## src/rtl/hazard_ctrl.sv

```systemverilog
// Pipeline hazard controller: forwarding selects, load-use/branch handling,
// data-memory handshake FSM with timeout, and a saturating stall-cycle counter.
//
// state  | meaning
// S_IDLE | no access outstanding; a request that is not acked this cycle moves to S_WAIT
// S_WAIT | access outstanding; pipeline frozen until ack or timeout
module hazard_ctrl #(
   parameter int TIMEOUT = 64,
   parameter int CNT_W   = 16
) (
   input  logic             i_clk,
   input  logic             i_rst,
   input  logic [4:0]       i_rs1_addrD,
   input  logic [4:0]       i_rs2_addrD,
   input  logic [4:0]       i_rs1_addrE,
   input  logic [4:0]       i_rs2_addrE,
   input  logic [4:0]       i_rd_addrE,
   input  logic             i_rd_wrenE,
   input  logic             i_is_loadE,
   input  logic             i_br_takenE,
   input  logic [4:0]       i_rd_addrM,
   input  logic             i_rd_wrenM,
   input  logic             i_mem_reqM,
   input  logic [4:0]       i_rd_addrW,
   input  logic             i_rd_wrenW,
   input  logic             i_dmem_ack,
   output logic             o_dmem_req,
   output logic             o_dmem_err,
   output logic             o_stallF,
   output logic             o_stallD,
   output logic             o_stallE,
   output logic             o_stallM,
   output logic             o_flushD,
   output logic             o_flushE,
   output logic             o_flushW,
   output logic [1:0]       o_fwd_aE,
   output logic [1:0]       o_fwd_bE,
   output logic [CNT_W-1:0] o_stall_cnt
);

   localparam int TW = (TIMEOUT > 1) ? $clog2(TIMEOUT) : 1;
   localparam logic [0:0] S_IDLE = 1'b0;
   localparam logic [0:0] S_WAIT = 1'b1;

   logic [0:0]       r_state;
   logic [TW-1:0]    r_tmo_cnt;
   logic [CNT_W-1:0] r_stall_cnt;

   logic w_tmo;
   logic w_memstall;
   logic w_lu;
   logic w_any_stall;

   function automatic logic [1:0] fwd_sel(
      input logic [4:0] rs,
      input logic [4:0] rd_m, input logic wr_m,
      input logic [4:0] rd_w, input logic wr_w);
      if (wr_m && rd_m != 5'd0 && rd_m == rs)      return 2'b10;
      else if (wr_w && rd_w != 5'd0 && rd_w == rs) return 2'b01;
      else                                         return 2'b00;
   endfunction

   // Timeout fires on the TIMEOUT-th WAIT cycle unless ack arrives in the same cycle.
   assign w_tmo = (r_state == S_WAIT) && (r_tmo_cnt == TW'(TIMEOUT - 1)) && !i_dmem_ack;

   assign w_memstall = ((r_state == S_IDLE) && i_mem_reqM && !i_dmem_ack) ||
                       ((r_state == S_WAIT) && !i_dmem_ack && !w_tmo);

   assign w_lu = i_is_loadE && (i_rd_addrE != 5'd0) &&
                 ((i_rd_addrE == i_rs1_addrD) || (i_rd_addrE == i_rs2_addrD));

   always_comb begin
      o_dmem_req = 1'b0;
      o_dmem_err = 1'b0;
      o_stallF   = 1'b0;
      o_stallD   = 1'b0;
      o_stallE   = 1'b0;
      o_stallM   = 1'b0;
      o_flushD   = 1'b1;
      o_flushE   = 1'b1;
      o_flushW   = 1'b1;
      o_fwd_aE   = 2'b00;
      o_fwd_bE   = 2'b00;
      if (!i_rst) begin
         o_dmem_req = (r_state == S_IDLE) ? i_mem_reqM : !w_tmo;
         o_dmem_err = w_tmo;
         o_fwd_aE   = fwd_sel(i_rs1_addrE, i_rd_addrM, i_rd_wrenM, i_rd_addrW, i_rd_wrenW);
         o_fwd_bE   = fwd_sel(i_rs2_addrE, i_rd_addrM, i_rd_wrenM, i_rd_addrW, i_rd_wrenW);
         o_stallF   = w_memstall || (w_lu && !i_br_takenE);
         o_stallD   = w_memstall || (w_lu && !i_br_takenE);
         o_stallE   = w_memstall;
         o_stallM   = w_memstall;
         o_flushD   = !w_memstall && i_br_takenE;
         o_flushE   = !w_memstall && (i_br_takenE || w_lu);
         o_flushW   = w_memstall;
      end
   end

   assign w_any_stall = o_stallF || o_stallD || o_stallE || o_stallM;

   always_ff @(posedge i_clk) begin
      if (i_rst) begin
         r_state   <= S_IDLE;
         r_tmo_cnt <= '0;
      end else begin
         case (r_state)
            S_IDLE: begin
               r_tmo_cnt <= '0;
               if (i_mem_reqM && !i_dmem_ack) r_state <= S_WAIT;
            end
            default: begin
               if (i_dmem_ack || w_tmo) begin
                  r_state   <= S_IDLE;
                  r_tmo_cnt <= '0;
               end else begin
                  r_tmo_cnt <= r_tmo_cnt + TW'(1);
               end
            end
         endcase
      end
   end

   always_ff @(posedge i_clk) begin
      if (i_rst)                            r_stall_cnt <= '0;
      else if (w_any_stall && !(&r_stall_cnt)) r_stall_cnt <= r_stall_cnt + CNT_W'(1);
   end

   assign o_stall_cnt = r_stall_cnt;

endmodule

```

## config.mk

```make
export PLATFORM = sky130hd
export DESIGN_NAME = hazard_ctrl
export DESIGN_NICKNAME = d
export VERILOG_FILES = /design/src/rtl/hazard_ctrl.sv
export SDC_FILE = /design/constraint.sdc
export NUM_CORES = 1
export LEC_CHECK = 0
export CORE_MARGIN = 2
export CORE_UTILIZATION = 44
export DETAILED_ROUTE_END_ITERATION = 7
export PLACE_DENSITY_LB_ADDON = 0.2
export SLEW_MARGIN = 10
export SYNTH_ARGS = -nofsm -noshare
export SYNTH_HDL_FRONTEND = slang
export SYNTH_SLANG_ARGS = --single-unit
```

## constraint.sdc

```tcl
create_clock -name i_clk -period 6.95 [get_ports i_clk]
set_input_delay 1.7375 -clock i_clk [delete_from_list [all_inputs] [get_ports i_clk]]
set_output_delay 1.7375 -clock i_clk [all_outputs]
set_load 0.03 [all_outputs]
```

==> results of run 1 <==
==> flip-flops by register name, indices dropped and copies added, names as in the netlist <==
signal	flops
o_stall_cnt	16
r_tmo_cnt	6
r_state	1
==> layer usage <==
metal	GRT usage (%)	wire (um)
met5	0	0
met4	1.63	14
met3	4.82	247
met2	36.7	2070
met1	24.8	1800
==> layout by cell type (no fill, tap or decap), types with 2 or more instances in the layout <==
cell,Yosys,routed
clkbuf_4,0,3
a21oi_1,8,8
and3_1,2,2
clkdlybuf4s50_1,0,71
ha_1,2,2
or4_1,9,9
inv_1,7,7
xor2_1,22,22
o211ai_1,2,2
buf_4,2,2
dfxtp_1,23,23
o21a_1,2,2
nor4_1,5,5
nand4_1,5,5
nor3_1,4,4
o311ai_0,5,5
xnor2_1,12,12
o21ai_0,6,6
nor2_1,19,19
nand2_1,8,8
nand3_1,13,13
o31ai_1,4,4
o41ai_1,7,7
==> cell usage after synthesis <==
library cell	instances	area, um^2
o41a_1	1	11.3
and4_1	1	8.76
o21a_1	2	15.0
nand4b_1	1	8.76
mux2i_1	1	10.0
a22oi_1	1	7.51
nor4_1	5	31.3
or3_1	1	6.26
or4_1	9	67.6
nand2_1	8	30.0
or4b_1	1	10.0
o21ai_0	6	30.0
o31a_1	1	8.76
mux2_1	1	11.3
o211ai_1	2	15.0
nand3_1	13	65.1
buf_2	2	10.0
clkbuf_1	6	22.5
inv_1	7	26.3
o2111ai_1	1	8.76
o311ai_0	5	43.8
xnor2_1	12	105
ha_1	2	25.0
nor3_1	4	20.0
buf_4	2	15.0
nor2b_1	1	6.26
o31ai_1	4	30.0
nor3_2	1	10.0
o41ai_1	7	61.3
a21oi_1	8	40.0
xor2_1	22	193
nor4b_1	1	8.76
dfxtp_1	23	460
or2_2	1	6.26
o221a_2	1	11.3
nand4_1	5	31.3
and3_1	2	12.5
clkinv_1	1	3.75
nor2_1	19	71.3
==> report_power, final <==
group | switching [mW] | internal (mW)
clock | 0.0381 | 0.0224
combinational | 0.0341 | 0.0402
sequential | 0.00113 | 0.133
total | 0.0734 | 0.195
==> metrics by stage <==
step           hold slack [ns]  setup slack, ns  power (mW)
4_1_cts                  0.461            0.900       0.272
6_report                 0.461            0.886       0.269
2_1_floorplan            0.418             1.56       0.170
5_1_grt                  0.499            0.775       0.281
3_3_place_gp             0.432            0.989       0.210
3_5_place_dp             0.437            0.884       0.211
==> cell families (layout without fill, tap and decap cells) <==
| kind of cell | count (synthesis) | count (layout) | share of synthesized area, % |
|---|---|---|---|
| AOI/OAI and AO/OA | 39 | 39 | 18.1 |
| xor gates and xnor gates | 34 | 34 | 19.1 |
| adders and majority gates | 2 | 2 | 1.60 |
| buffers and inverters | 18 | 85 | 4.98 |
| DFF | 23 | 23 | 29.5 |
| muxes | 2 | 2 | 1.36 |
| and+or+nand+nor | 73 | 73 | 25.3 |
==> how the worst max path moves through the flow <==
stage	start	end	slack [ns]
floorplan	i_rd_addrM[1]	o_fwd_aE[0]	1.56
global placement	i_rd_addrM[1]	o_fwd_aE[0]	0.99
detailed placement	i_rd_addrM[1]	o_fwd_aE[0]	0.88
CTS	i_rd_addrM[1]	o_fwd_aE[0]	0.90
global route	i_rd_addrM[1]	o_fwd_aE[0]	0.77
finish	i_rd_addrM[1]	o_fwd_aE[0]	0.89
==> cell type report <==
| type | count | area [um^2] |
|---|---|---|
| tap | 46 | 57.6 |
| multi-input combinational | 150 | 1020 |
| sequential | 23 | 460 |
| timing repair buffer | 73 | 726 |
| clock buffer | 4 | 26.3 |
| fill | 313 | 1040 |
| inverter | 8 | 30.0 |
==> results_dict.tcl, run 1 <==
set metrics [dict create \
    clock_tree.buffer_depth 2 \
    power.leakage_nw 0.771 \
    synth_seq_area_share_pct 29.5 \
    die_x_um 63.5 \
    final-max-slew-violation-count 0 \
    finish.cell_count_without_fillers 304 \
    post_cts_resized 0 \
    hold-path-endpoint "r_tmo_cnt[0]$_SDFF_PP0_" \
    holdPathStages 1 \
    hpwlAfterDp_um 3340 \
    hold_start "r_tmo_cnt[0]$_SDFF_PP0_" \
    overflow 0 \
    grt_antenna_before_repair 0 \
    fin_util_pct 69.0 \
    min_clock_period_post_route_ns 6.06 \
    initial_core_util_pct 46.4 \
    cts-root-buf "clkbuf_4" \
    hold_viol 0 \
    slew-limit-headroom_pct 43.6 \
    vias 1685 \
    fp.dieArea_um2 4040 \
    cp_max_fo 4 \
    final_cycle_utilization_of_the_critical_path_pct 87.3 \
    finalSetupViolCount 0 \
    firstDrtPassIters 4 \
    clock_slew_at_reported_path_ffs_ns 0.12 \
    place_inst 300 \
    post_route_drc 0 \
    drv.max_cap_violation_count 0 \
    cellPowerDensity_nw_per_um2 116 \
    placeableCoreArea_um2 3360 \
    syn-instance-count 191 \
    worstRegToRegCells 6 \
    grt_start_max_net_pins 28 \
    tightest_slew_ns 0.846 \
    timing.setup.tns_ns 0 \
    cts_made_buffers 3 \
    worst-path-stages 6 \
    max_freq_ghz 0.165 \
    clock_latency_ns 0.30 \
    worst-endpoint-arrival_ns 4.33 \
    routabilityCongestion 0.756 \
    flow.area_growth_from_synthesis_pct 48.9 \
    post_drt_via_cell_ratio 5.54 \
    number_of_hold_buffers_added_after_cts 0 \
    finClkSkew_ns 0.00188 \
    die-height_um 63.5 \
    yosysUniqueCellTypes 39 \
    worstSetupEndpointType "output pin" \
    initialDrtViolationCount 56 \
    cts_h_tree_depth 1 \
    first_global_vias 1500 \
    nets 305 \
    timing.reg2reg.setup_slack_ns 4.40 \
    cell_occurring_most_often_along_the_worst_timing_path "clkdlybuf4s50_1" \
    reg2reg_to "o_stall_cnt[5]$_SDFFE_PP0P_" \
    path_delay_family "buffers and inverters" \
    setup.worst_path.class "in2out" \
    cell_area_after_technology_mapping_um2 1560 \
    numClockSinks 23 \
    timing.hold.worst.class "reg2reg" \
    stdcell_area_um2 2320 \
    max_stage_delay_ns 0.74 \
    worstPathCellList "clkdlybuf4s50_1 -> or4_1 -> o21ai_0 -> nor3_1 -> nor4_1 -> clkdlybuf4s50_1" \
    grt_util_all_layers_pct 20.1 \
    cts_post_setup_buffers_inserted 0 \
    worstReg2RegStart "o_stall_cnt[0]$_SDFFE_PP0P_" \
    detail_route.wl_per_cell_um 13.6 \
    design.portCount 73 \
    placement_rows 21 \
    synthesis.area_per_instance_um2 8.16 \
    grt_setup_unrepaired "no" \
    grt_pass1_wl_um 6700 \
    post_route_cells_drive_above_1_share_pct 3.10 \
    placedInstanceArea_um2 2290 \
    worst_setup_path_start_kind "primary input" \
    status "finished, final reports clean" \
    ant_nets 0 \
    syn-num-nets 237 \
    worst_path_max_delay_cell "clkdlybuf4s50_1" \
    clock_tree_from_tritoncts "done" \
    routed_wirelength_um 4140 \
    worst_ep_required_time_ns 5.21 \
    critical_path.n_buffers_inverters 2 \
    max-vdd-ir-drop_uv 116 \
    yosysWarningCount 0 \
    antenna_cells_inserted 0 \
    synth_seq_cells 23 \
    placement.io_buffers 71 \
]
Power figures use the tool's default switching activity.
==> inputs of run 2 (changes only) <==
--- a/config.mk
+++ b/config.mk
@@ -5,8 +5,9 @@
 export SDC_FILE = /design/constraint.sdc
 export NUM_CORES = 1
 export LEC_CHECK = 0
+export ABC_AREA = 0
 export CORE_MARGIN = 2
-export CORE_UTILIZATION = 44
+export CORE_UTILIZATION = 41
 export DETAILED_ROUTE_END_ITERATION = 7
 export PLACE_DENSITY_LB_ADDON = 0.2
 export SLEW_MARGIN = 10
==> constraint.sdc (replaced) <==
create_clock -name i_clk -period 6.1 [get_ports i_clk]
set_input_delay 1.525 -clock i_clk [delete_from_list [all_inputs] [get_ports i_clk]]
set_output_delay 1.525 -clock i_clk [all_outputs]
set_load 0.03 [all_outputs]
==> run 2 against run 1 <==
Against the previous run: die area increased by 6.9%; global-route usage fell by 1.6 points; cell count up 0.66%; wire length down 5.5%; final area rose by 0.97%.
==> results_dict.tcl, run 2 (same netlist as run 1, synthesis figures left out) <==
set metrics [dict create \
    worst_setup_path_start_kind "primary input" \
    cts_made_buffers 3 \
    share_seq_of_total_power_pct 46.3 \
    most-common-layout-cells "71 x clkdlybuf4s50_1, 23 x dfxtp_1, 22 x xor2_1" \
    grt_start_max_net_pins 28 \
    placedInstanceArea_um2 2300 \
    largest_register_ff_count 16 \
    vias 1637 \
    clock_tree.buffer_depth 2 \
    numClockSinks 23 \
    internal-power_mw 0.242 \
    timing.setup.tns_ns 0 \
    setup.worst_path.class "in2out" \
    worst_ep_required_time_ns 4.58 \
    power.share.switching_pct 26.4 \
    worst-endpoint-arrival_ns 4.04 \
    p_total_mw 0.329 \
    path_delay_family "buffers and inverters" \
    status "finished, final reports clean" \
    critical_path.n_buffers_inverters 2 \
    cellPowerDensity_nw_per_um2 140 \
    timing.hold.worst.class "reg2reg" \
    die_x_um 65.7 \
    max_freq_ghz 0.180 \
    cp_max_fo 4 \
    hpwlAfterDp_um 3080 \
    finish.cell_count_without_fillers 306 \
    antenna_cells_inserted 0 \
    stdcell_area_um2 2340 \
    flow.area_growth_from_synthesis_pct 50.3 \
    tightest_slew_ns 0.807 \
    cts_post_setup_buffers_inserted 0 \
    die-height_um 65.7 \
    layout.cells.most_common "clkdlybuf4s50_1" \
    cell_occurring_most_often_along_the_worst_timing_path "clkdlybuf4s50_1" \
    placement_rows 22 \
    place_inst 302 \
    slew-limit-headroom_pct 46.2 \
    grt_util_all_layers_pct 18.5 \
    power_frac_comb_pct 25.5 \
    fin_util_pct 64.0 \
    finalSetupViolCount 0 \
    final-max-slew-violation-count 0 \
    fp.dieArea_um2 4310 \
    placement.setup.worst_slack_ns 0.484 \
    drv.max_cap_violation_count 0 \
    min_clock_period_post_route_ns 5.57 \
    cts_h_tree_depth 1 \
    clock_slew_at_reported_path_ffs_ns 0.08 \
    worstPathCellList "clkdlybuf4s50_1 -> or4_1 -> o21ai_0 -> nor3_1 -> nor4_1 -> clkdlybuf4s50_1" \
    design.portCount 73 \
    ant_nets 0 \
    post_cts_resized 0 \
    post_route_drc 0 \
    power.share.clock_pct 28.2 \
    power.leakage_nw 0.782 \
    placeableCoreArea_um2 3660 \
    grt_pass1_wl_um 6530 \
    max_stage_delay_ns 0.72 \
    placement.io_buffers 71 \
    routed_wirelength_um 3910 \
    post_route_cells_drive_above_1_share_pct 3.49 \
    grt_antenna_before_repair 0 \
    initial_core_util_pct 42.6 \
    worst_path_max_delay_cell "clkdlybuf4s50_1" \
    power_spent_charging_and_discharging_nets_mw 0.0867 \
    max-vdd-ir-drop_uv 71.2 \
    routabilityCongestion 0.848 \
    number_of_hold_buffers_added_after_cts 0 \
    worst_hold_slack_ns 0.447 \
    clock_tree_from_tritoncts "done" \
    grt_setup_unrepaired "no" \
    cts-root-buf "clkbuf_8" \
    detail_route.wl_per_cell_um 12.8 \
    post_drt_via_cell_ratio 5.35 \
    initialDrtViolationCount 62 \
    final_cycle_utilization_of_the_critical_path_pct 91.3 \
    finClkSkew_ns 0.00784 \
    firstDrtPassIters 4 \
    clock_latency_ns 0.26 \
    first_global_vias 1566 \
    worstSetupEndpointType "output pin" \
    overflow 0 \
    hold_viol 0 \
    finalWorstSetupSlack_ns 0.531 \
    nets 305 \
]
-- run 2: changes by cell type in the layout (fill, tap and decap cells not counted), sizes merged --
cell,previous run,this run
clkbuf,4,3
clkinv,1,2
-- run 2: metal layers --
metal	up-vias	wire length, um	track usage, %
met5	-	0	0
met3	2	355	4.45
met2	67	1760	31.9
met4	0	16	5.73
met1	724	1770	22.6
li1	844	-	-
-- run 2: final timing paths --
kind,start,cells past startpoint,end,slack (ns)
hold reg to reg,r_tmo_cnt[0]$_SDFF_PP0_,1,r_tmo_cnt[0]$_SDFF_PP0_,0.45
setup reg to reg,o_stall_cnt[0]$_SDFFE_PP0P_,6,o_stall_cnt[5]$_SDFFE_PP0P_,3.57
hold / removal,r_tmo_cnt[0]$_SDFF_PP0_,1,r_tmo_cnt[0]$_SDFF_PP0_,0.45
setup / recovery,i_rd_addrM[1],6,o_fwd_bE[0],0.53
-- run 2: worst reg2reg max path, cell delays in order (launching register included) --
cell	delay [ns]
dfxtp_1	0.43
ha_1	0.20
nand3_1	0.17
nor2_1	0.32
and3_1	0.75
or4b_1	0.25
mux2_1	0.31
-- run 2: cell type report --
class / count / area, um^2
Clock buffer: 3 / 41.3
Clock inverter: 1 / 5.00
Fill cell: 336 / 1320
Inverter: 8 / 30.0
Multi-Input combinational cell: 150 / 1020
Sequential cell: 23 / 460
Tap cell: 48 / 60.1
Timing Repair Buffer: 73 / 726
-- run 2: power groups by stage --
stage                     clock network [mW]  logic (mW)  registers, mW
after floorplan                            0      0.0373          0.157
after global placement                     0      0.0837          0.156
after detailed placement                   0      0.0844          0.156
after CTS                             0.0954      0.0846          0.152
after global routing                   0.101      0.0913          0.153
final                                 0.0927      0.0840          0.152
==> RTL edit, RTL diff (settings of run 2) <==
The parameter `TIMEOUT` goes from 64 to 128.
--- a/src/rtl/hazard_ctrl.sv
+++ b/src/rtl/hazard_ctrl.sv
@@ -5,7 +5,7 @@
 // S_IDLE | no access outstanding; a request that is not acked this cycle moves to S_WAIT
 // S_WAIT | access outstanding; pipeline frozen until ack or timeout
 module hazard_ctrl #(
-   parameter int TIMEOUT = 64,
+   parameter int TIMEOUT = 128,
    parameter int CNT_W   = 16
 ) (
    input  logic             i_clk,
Function: no difference found for any inputs over 10 cycles, from zero or initial values and one cycle with i_rst high; that may be too few to reach the edited logic, so the function may still have changed.
==> RTL edit against run 2 <==
Wire length shrank 1.7%; clock skew fell by 0.0068 ns; combinational power up 2.9%; synthesized area up 5.1%; sequential share of layout area grew 0.25 points; largest cell class unchanged; global-route usage grew 0.067 points; final area increased by 3.0%; setup slack got worse by 0.039 ns; total power increased by 2.4%; sequential cell count rose by 1.
==> RTL edit: results <==
{
  "drtPass1Iterations": 4,
  "cpLargestDelayFamily": "buffers and inverters",
  "p_leak_nw": 0.768,
  "fin_worst_skew_ns": 0.00103,
  "dpl.hpwl_um": 3130,
  "hold_depth": 1,
  "holdWs_ns": 0.450,
  "antenna_found_initial": 0,
  "dp.cells": 311,
  "cp.arrival_ns": 4.08,
  "r2r.worst_path.cells": 8,
  "yosysUniqueCellTypes": 40,
  "synthTopCellsByCount": "dfxtp_1 (24), xnor2_1 (24), nor2_1 (16), or4_1 (15)",
  "ys_seq_area_share_pct": 29.3,
  "worst_pin_slew_ns": 0.556,
  "post_cts_buffers": 0,
  "drt-initial-drc-count": 84,
  "cpMaxStageDelayCell": "clkdlybuf4s50_1",
  "htreeDepth": 1,
  "crit_path_max_fanout": 4,
  "startpoint": "i_rd_addrM[1]",
  "routed_wl_um": 3840,
  "synth_compound_area_share_pct": 16.2,
  "largest_register_ff_count": 16,
  "placed_area_mm2": 0.00237,
  "regArea_um2": 480,
  "synth-adder-area-share_pct": 1.53,
  "fillers": 354,
  "status": "finished clean",
  "syn_inst": 199,
  "muxShareOfSynthArea_pct": 1.38,
  "syn_nets": 245,
  "async_flop_share_pct": 0,
  "clk_latency_ns": 0.26,
  "grt_pass1_wl_um": 6590,
  "post-route-period-util_pct": 91.9,
  "crit_end": "o_fwd_aE[0]",
  "drive_gt1_share_pct": 5.26,
  "grtUsageTotal_pct": 18.6,
  "max_stage_delay_ns": 0.74,
  "synth_area_leaders": "dfxtp_1 (29%), xnor2_1 (13%), or4_1 (6.9%), xor2_1 (5.9%), nand3_1 (4.3%)",
  "ir_drop_v": 0.0000718,
  "synth_warnings": 0,
  "cts_buffers": 3,
  "io_buffers": 71,
  "vias": 1659,
  "synth_xor_area_share_pct": 18.7,
  "reg2reg_setup_slack_ns": 3.52,
  "worstHoldStart": "r_tmo_cnt[0]",
  "insertedDiodeCount": 0,
  "clockRootBuffer": "clkbuf_8",
  "r2r-start": "r_tmo_cnt[0]",
  "vias_per_cell": 5.28,
  "grt_pass1_vias": 1541,
  "grt_max_degree": 30,
  "cts.clk_slew.worst_paths_ns": 0.08,
  "pre_cts_ws_ns": 0.486,
  "place_congestion": 0.801,
  "r2r_end": "o_stall_cnt[15]"
}
==> RTL edit: changes by cell type after synthesis, sizes merged, moves of 4 or more <==
cell and change:
nand2 +6, or4 +6, xnor2 +12, xor2 -11, a21oi +6, o31ai +4
o41ai -4
==> RTL edit: metal layers <==
metal  global-route usage (%)  share of wire, %  vias to the layer above
met5                        0                 0                        -
met4                     6.89               1.5                        0
met3                     3.50               5.9                        5
met2                     31.3                45                       63
met1                     23.6                48                      727
li1                         -                 -                      864
==> RTL edit: power by group <==
group	leakage, nW	internal, mW	total (mW)	switching [mW]
sequential	0.194	0.157	0.159	0.00150
combinational	0.553	0.0475	0.0864	0.0388
clock	0.0216	0.0441	0.0915	0.0474
==> RTL edit: layout make-up <==
type,instances,share of cell area (%)
clock buffers,3,1.71
inverters,6,0.933
multi-input cells,159,44.6
flip-flops and latches,24,19.9
well taps,48,2.49
repair buffers,74,30.4
